`src/rtl/differentiator_pkg.sv`:
```
// ============================================================================
// differentiator_pkg : shared mode constants for the arithmetic blocks
// Rev 1.0
// ============================================================================
`default_nettype none

package differentiator_pkg;

  localparam int c_MODE_WRAP     = 0;
  localparam int c_MODE_SATURATE = 1;

endpackage

`default_nettype wire

```
`src/rtl/diff_saturate.sv`:
```
// ============================================================================
// diff_saturate : narrows a (W+1)-bit difference to W bits, wrap or clamp
// Rev 1.0
// ============================================================================
`default_nettype none

module diff_saturate
  import differentiator_pkg::*;
#(
  parameter int p_DATA_WIDTH = 8,
  parameter int p_SATURATE   = c_MODE_WRAP
) (
  input  logic signed [p_DATA_WIDTH:0]   i_DIFF,
  output logic signed [p_DATA_WIDTH-1:0] o_RESULT,
  output logic                           o_OVERFLOW
);

  localparam logic signed [p_DATA_WIDTH-1:0] c_MAX = {1'b0, {(p_DATA_WIDTH-1){1'b1}}};
  localparam logic signed [p_DATA_WIDTH-1:0] c_MIN = {1'b1, {(p_DATA_WIDTH-1){1'b0}}};

  logic w_overflow;

  // The value fits exactly when the two top bits agree.
  assign w_overflow = i_DIFF[p_DATA_WIDTH] ^ i_DIFF[p_DATA_WIDTH-1];
  assign o_OVERFLOW = w_overflow;

  always_comb begin
    o_RESULT = i_DIFF[p_DATA_WIDTH-1:0];
    if ((p_SATURATE == c_MODE_SATURATE) && w_overflow) begin
      o_RESULT = i_DIFF[p_DATA_WIDTH] ? c_MIN : c_MAX;
    end
  end

endmodule

`default_nettype wire

```
`src/rtl/differentiator.sv`:
```
// ============================================================================
// differentiator : first difference of a sample stream, valid/ready handshake
// Rev 1.0
// ============================================================================
`default_nettype none

module differentiator
  import differentiator_pkg::*;
#(
  parameter int p_DATA_WIDTH = 8,
  parameter int p_SATURATE   = c_MODE_WRAP
) (
  input  logic                           i_CLK,
  input  logic                           i_RESET_N,
  input  logic                           i_CLK_ENABLE,
  input  logic                           i_CLEAR,
  input  logic                           i_VALID,
  output logic                           o_READY,
  input  logic signed [p_DATA_WIDTH-1:0] i_SAMPLE,
  output logic                           o_VALID,
  input  logic                           i_READY,
  output logic signed [p_DATA_WIDTH-1:0] o_DIFFERENCE,
  output logic                           o_OVERFLOW
);

  logic signed [p_DATA_WIDTH-1:0] r_prev;
  logic signed [p_DATA_WIDTH-1:0] r_difference;
  logic                           r_overflow;
  logic                           r_valid;

  logic                           w_ready;
  logic                           w_accept;
  logic                           w_transfer;
  logic signed [p_DATA_WIDTH-1:0] w_prev;
  logic signed [p_DATA_WIDTH:0]   w_sample_ext;
  logic signed [p_DATA_WIDTH:0]   w_prev_ext;
  logic signed [p_DATA_WIDTH:0]   w_diff;
  logic signed [p_DATA_WIDTH-1:0] w_result;
  logic                           w_overflow;

  assign w_ready    = i_CLK_ENABLE & (~r_valid | i_READY);
  assign w_accept   = i_VALID & w_ready;
  assign w_transfer = i_CLK_ENABLE & r_valid & i_READY;

  // A clear on the accepting edge makes that sample difference against zero.
  assign w_prev       = i_CLEAR ? '0 : r_prev;
  assign w_sample_ext = {i_SAMPLE[p_DATA_WIDTH-1], i_SAMPLE};
  assign w_prev_ext   = {w_prev[p_DATA_WIDTH-1], w_prev};
  assign w_diff       = w_sample_ext - w_prev_ext;

  diff_saturate #(
    .p_DATA_WIDTH (p_DATA_WIDTH),
    .p_SATURATE   (p_SATURATE)
  ) u_diff_saturate (
    .i_DIFF     (w_diff),
    .o_RESULT   (w_result),
    .o_OVERFLOW (w_overflow)
  );

  always_ff @(posedge i_CLK or negedge i_RESET_N) begin
    if (!i_RESET_N) begin
      r_prev       <= '0;
      r_difference <= '0;
      r_overflow   <= 1'b0;
      r_valid      <= 1'b0;
    end else if (i_CLK_ENABLE) begin
      if (w_accept) begin
        r_prev       <= i_SAMPLE;
        r_difference <= w_result;
        r_overflow   <= w_overflow;
        r_valid      <= 1'b1;
      end else begin
        if (i_CLEAR) begin
          r_prev <= '0;
        end
        if (w_transfer) begin
          r_valid <= 1'b0;
        end
      end
    end
  end

  assign o_READY      = w_ready;
  assign o_VALID      = r_valid;
  assign o_DIFFERENCE = r_difference;
  assign o_OVERFLOW   = r_overflow;

endmodule

`default_nettype wire

```
`config.mk`:
```
export PLATFORM = sky130hd
export DESIGN_NAME = differentiator
export DESIGN_NICKNAME = d
export VERILOG_FILES = /design/src/rtl/differentiator_pkg.sv /design/src/rtl/diff_saturate.sv /design/src/rtl/differentiator.sv
export SDC_FILE = /design/constraint.sdc
export NUM_CORES = 1
export LEC_CHECK = 0
export CORE_MARGIN = 2
export CORE_UTILIZATION = 45
export CTS_CLUSTER_DIAMETER = 50
export CTS_CLUSTER_SIZE = 16
export DETAILED_ROUTE_END_ITERATION = 8
export PLACE_DENSITY = 0.75
export SKIP_CTS_REPAIR_TIMING = 1
export SLEW_MARGIN = 25
export SYNTH_ARGS = -nofsm -noshare
export SYNTH_HDL_FRONTEND = slang
export SYNTH_HIERARCHICAL = 1
export SYNTH_SLANG_ARGS = --single-unit
```
`constraint.sdc`:
```
create_clock -name i_CLK -period 2 [get_ports i_CLK]
set_input_delay 0.3 -clock i_CLK [delete_from_list [all_inputs] [get_ports i_CLK]]
set_output_delay 0.3 -clock i_CLK [all_outputs]
set_load 0.005 [all_outputs]
```
==> qor.txt <==
Sw Share - 29.2%
Peak supply drop - 0.527 mV
final setup fails - 2
clk sinks - 18
drt pass-1 iters - 4
antenna cells - 0
Die Y - 55.2 microns
CP Max Fanout - 2
Yosys top cell area share - 38.1%
most common cell in the netlist - dfrtp_1
worst setup margin - -117 ps
Yosys reg bits - 18
Flop pwr share - 40.2%
hpwl dp - 1.99 mm
Final Cycle Share - 106%
Worst EP required - 2190 ps
Worst slew margin - 68.1%
Initial Util - 47.7%
Post-synth EDFFs - 0
nets@finish - 175
RSZ-0062 raised after global routing - true
layout cells sized above 1 - 29.3%
Combinational Power Share - 45.3%
placed cell areas - 1540 sq um
synth warn - 6
Mapped Cells - 112
Main synth FF type - dfrtp_1
placed insts - 176
Clock Skew - 5.76 ps
DR vias/cell - 5.29
Clk pin slew, worst setup/hold paths - 110 ps
initial antenna violation count - 0
commonest cells in the netlist - dfrtp_1, mux2_2, inv_1
first-pass GRT wire length - 4.33 mm
synth-to-layout area growth - 38.3%
GP Congestion - 0.857
gr usage total - 17.1%
Hold Path Class - in -> async
DR iter-0 viols - 19
register area share after synthesis - 38.1%
unique cell type count in the Yosys netlist - 31
PwrDens - 765 nW/um^2
crit end category - flip-flop
H-tree level count - 1
Root Driver - clkbuf_4
Antenna Violating Nets Remaining - 0
largest net degree at the start of global routing - 18
Die ar. - 3050 sq um
share of power burned in the clock network - 14.4%
Core Util, Final - 66.0%
final hold slack - 323 ps
routed vias - 953
num ports - 25
Pint - 0.000886 W
largest cells by area after synthesis - dfrtp_1, mux2_2, ha_1
Slew @ Worst Pin - 477 ps
ys async rst share - 100%
row count - 18
Routed wire per std cell - 14.6 microns
total CTS buffers - 3
total of max-cap violations - 0
core area - 2480 sq um
Leakage - 0.753 nW
IO Port Bufs - 24
DP Worst Slack - -706 ps
Die X - 55.2 microns
clock tree from TritonCTS - built
number of global-route vias before repair - 976
GRT Residual Overflow - 0
area leader, netlist - dfrtp_1
fin area - 1630 sq um
Final Hold Fails - 0
synthesized cell area - 1180 sq um
Clock Tree Buf Depth - 2
Post-Layout Cell Count - 180
Max Fclk - 0.472 GHz
Synth Area per Inst - 10.5 sq um
Pins Over Slew Limit - 0
failing checks - negative setup slack
Sw Pwr - 0.000365 W
CP startpoint kind - input port
minimum clock period - 2120 ps
drt drc - 0
Post-Syn Nets - 135
status - complete, but fails checks
Crit Path Class - in -> reg
CP arrival - 2300 ps
latest clock arrival within the worst-skew pair - 290 ps
final WL - 2.64 mm
[cell type report]
| type | instances | area [sq um] |
|---|---|---|
| Fill cell | 209 | 843 |
| Multi-Input combinational cell | 75 | 674 |
| Sequential cell | 18 | 450 |
| Timing Repair Buffer | 45 | 415 |
| Tap cell | 30 | 37.5 |
| Inverter | 9 | 33.8 |
| Clock buffer | 3 | 22.5 |
[kinds of logic (layout without fill, tap and decap cells)]
family / count (synthesis) / in the layout / share of synthesized area [%]
AO/OA/AOI/OAI: 27 / 27 / 16.6
XOR/XNOR: 3 / 3 / 2.22
adder cells (fa/ha/maj): 9 / 9 / 10.2
buffers and inverters: 19 / 57 / 9.85
flip-flops: 18 / 18 / 38.1
multiplexers: 10 / 10 / 9.53
AND/OR/NAND/NOR: 26 / 26 / 13.5
[through the flow]
step / total power (W) / TNS (ps)
6_report: 0.00125 / -166
5_1_grt: 0.00135 / -414
4_1_cts: 0.00122 / -1200
3_5_place_dp: 0.00104 / -3390
3_3_place_gp: 0.00101 / -2770
2_1_floorplan: 0.000789 / 0
[placed cells by master, fill, tap and decap left out, drive strengths merged]
master,n
a21o,1
a21oi,6
a22o,8
a41oi,1
and2,1
and3,1
buf,21
clkbuf,3
clkdlybuf4s50,22
dfrtp,18
dlymetal6s2s,2
fa,1
ha,8
inv,9
mux2,10
nand2,1
nand2b,8
nand3,2
nor2,3
nor2b,3
nor3,3
nor3b,2
o211ai,1
o21a,3
o21ai,2
o22ai,1
o311ai,1
o31a,2
o31ai,1
or4,2
xnor2,2
xor2,1
[worst max-delay path, stage by stage]
cell and delay (ps):
clkdlybuf4s50_1 500, inv_2 50, ha_4 160, fa_2 420, nor2b_4 140, o21ai_2 70, a21oi_1 140, o22ai_1 100
xor2_1 180, mux2_4 260
[power groups by stage]
stage / Combinational (W) / Sequential, W / Clock, W
2_1_floorplan: 0.000279 / 0.000509 / 0
3_3_place_gp: 0.000506 / 0.000504 / 0
3_5_place_dp: 0.000524 / 0.000512 / 0
4_1_cts: 0.000528 / 0.000504 / 0.000188
5_1_grt: 0.000617 / 0.000519 / 0.000210
6_report: 0.000567 / 0.000503 / 0.000181
[flip-flops by register name, indices dropped and copies added, names as in the netlist]
name and count:
o_DIFFERENCE 8, r_prev 8, o_OVERFLOW 1, o_VALID 1
[layer usage]
layer  track usage, %  wire [microns]  vias to the layer above
met2             28.7            1390                       21
met4             5.23              29                        0
met1             23.1            1140                      458
met3             2.11              78                        2
li1                 -               -                      472
met5                0               0                        -
[final timing paths]
| path | startpoint | end | slack [ps] | cells past startpoint |
|---|---|---|---|---|
| max | i_SAMPLE[0] | o_OVERFLOW$_DFFE_PN0P_ | -120 | 10 |
| min | i_RESET_N | r_prev[5]$_DFFE_PN0P_ | 320 | 1 |
| max reg2reg | r_prev[0]$_DFFE_PN0P_ | o_OVERFLOW$_DFFE_PN0P_ | -80 | 9 |
| min reg2reg | r_prev[0]$_DFFE_PN0P_ | r_prev[0]$_DFFE_PN0P_ | 510 | 1 |
| max in group asynchronous | i_RESET_N | o_VALID$_DFFE_PN0P_ | 1170 | 2 |
| min in group i_CLK | i_SAMPLE[1] | r_prev[1]$_DFFE_PN0P_ | 340 | 2 |
No activity file was read; power rests on OpenSTA's default activity.
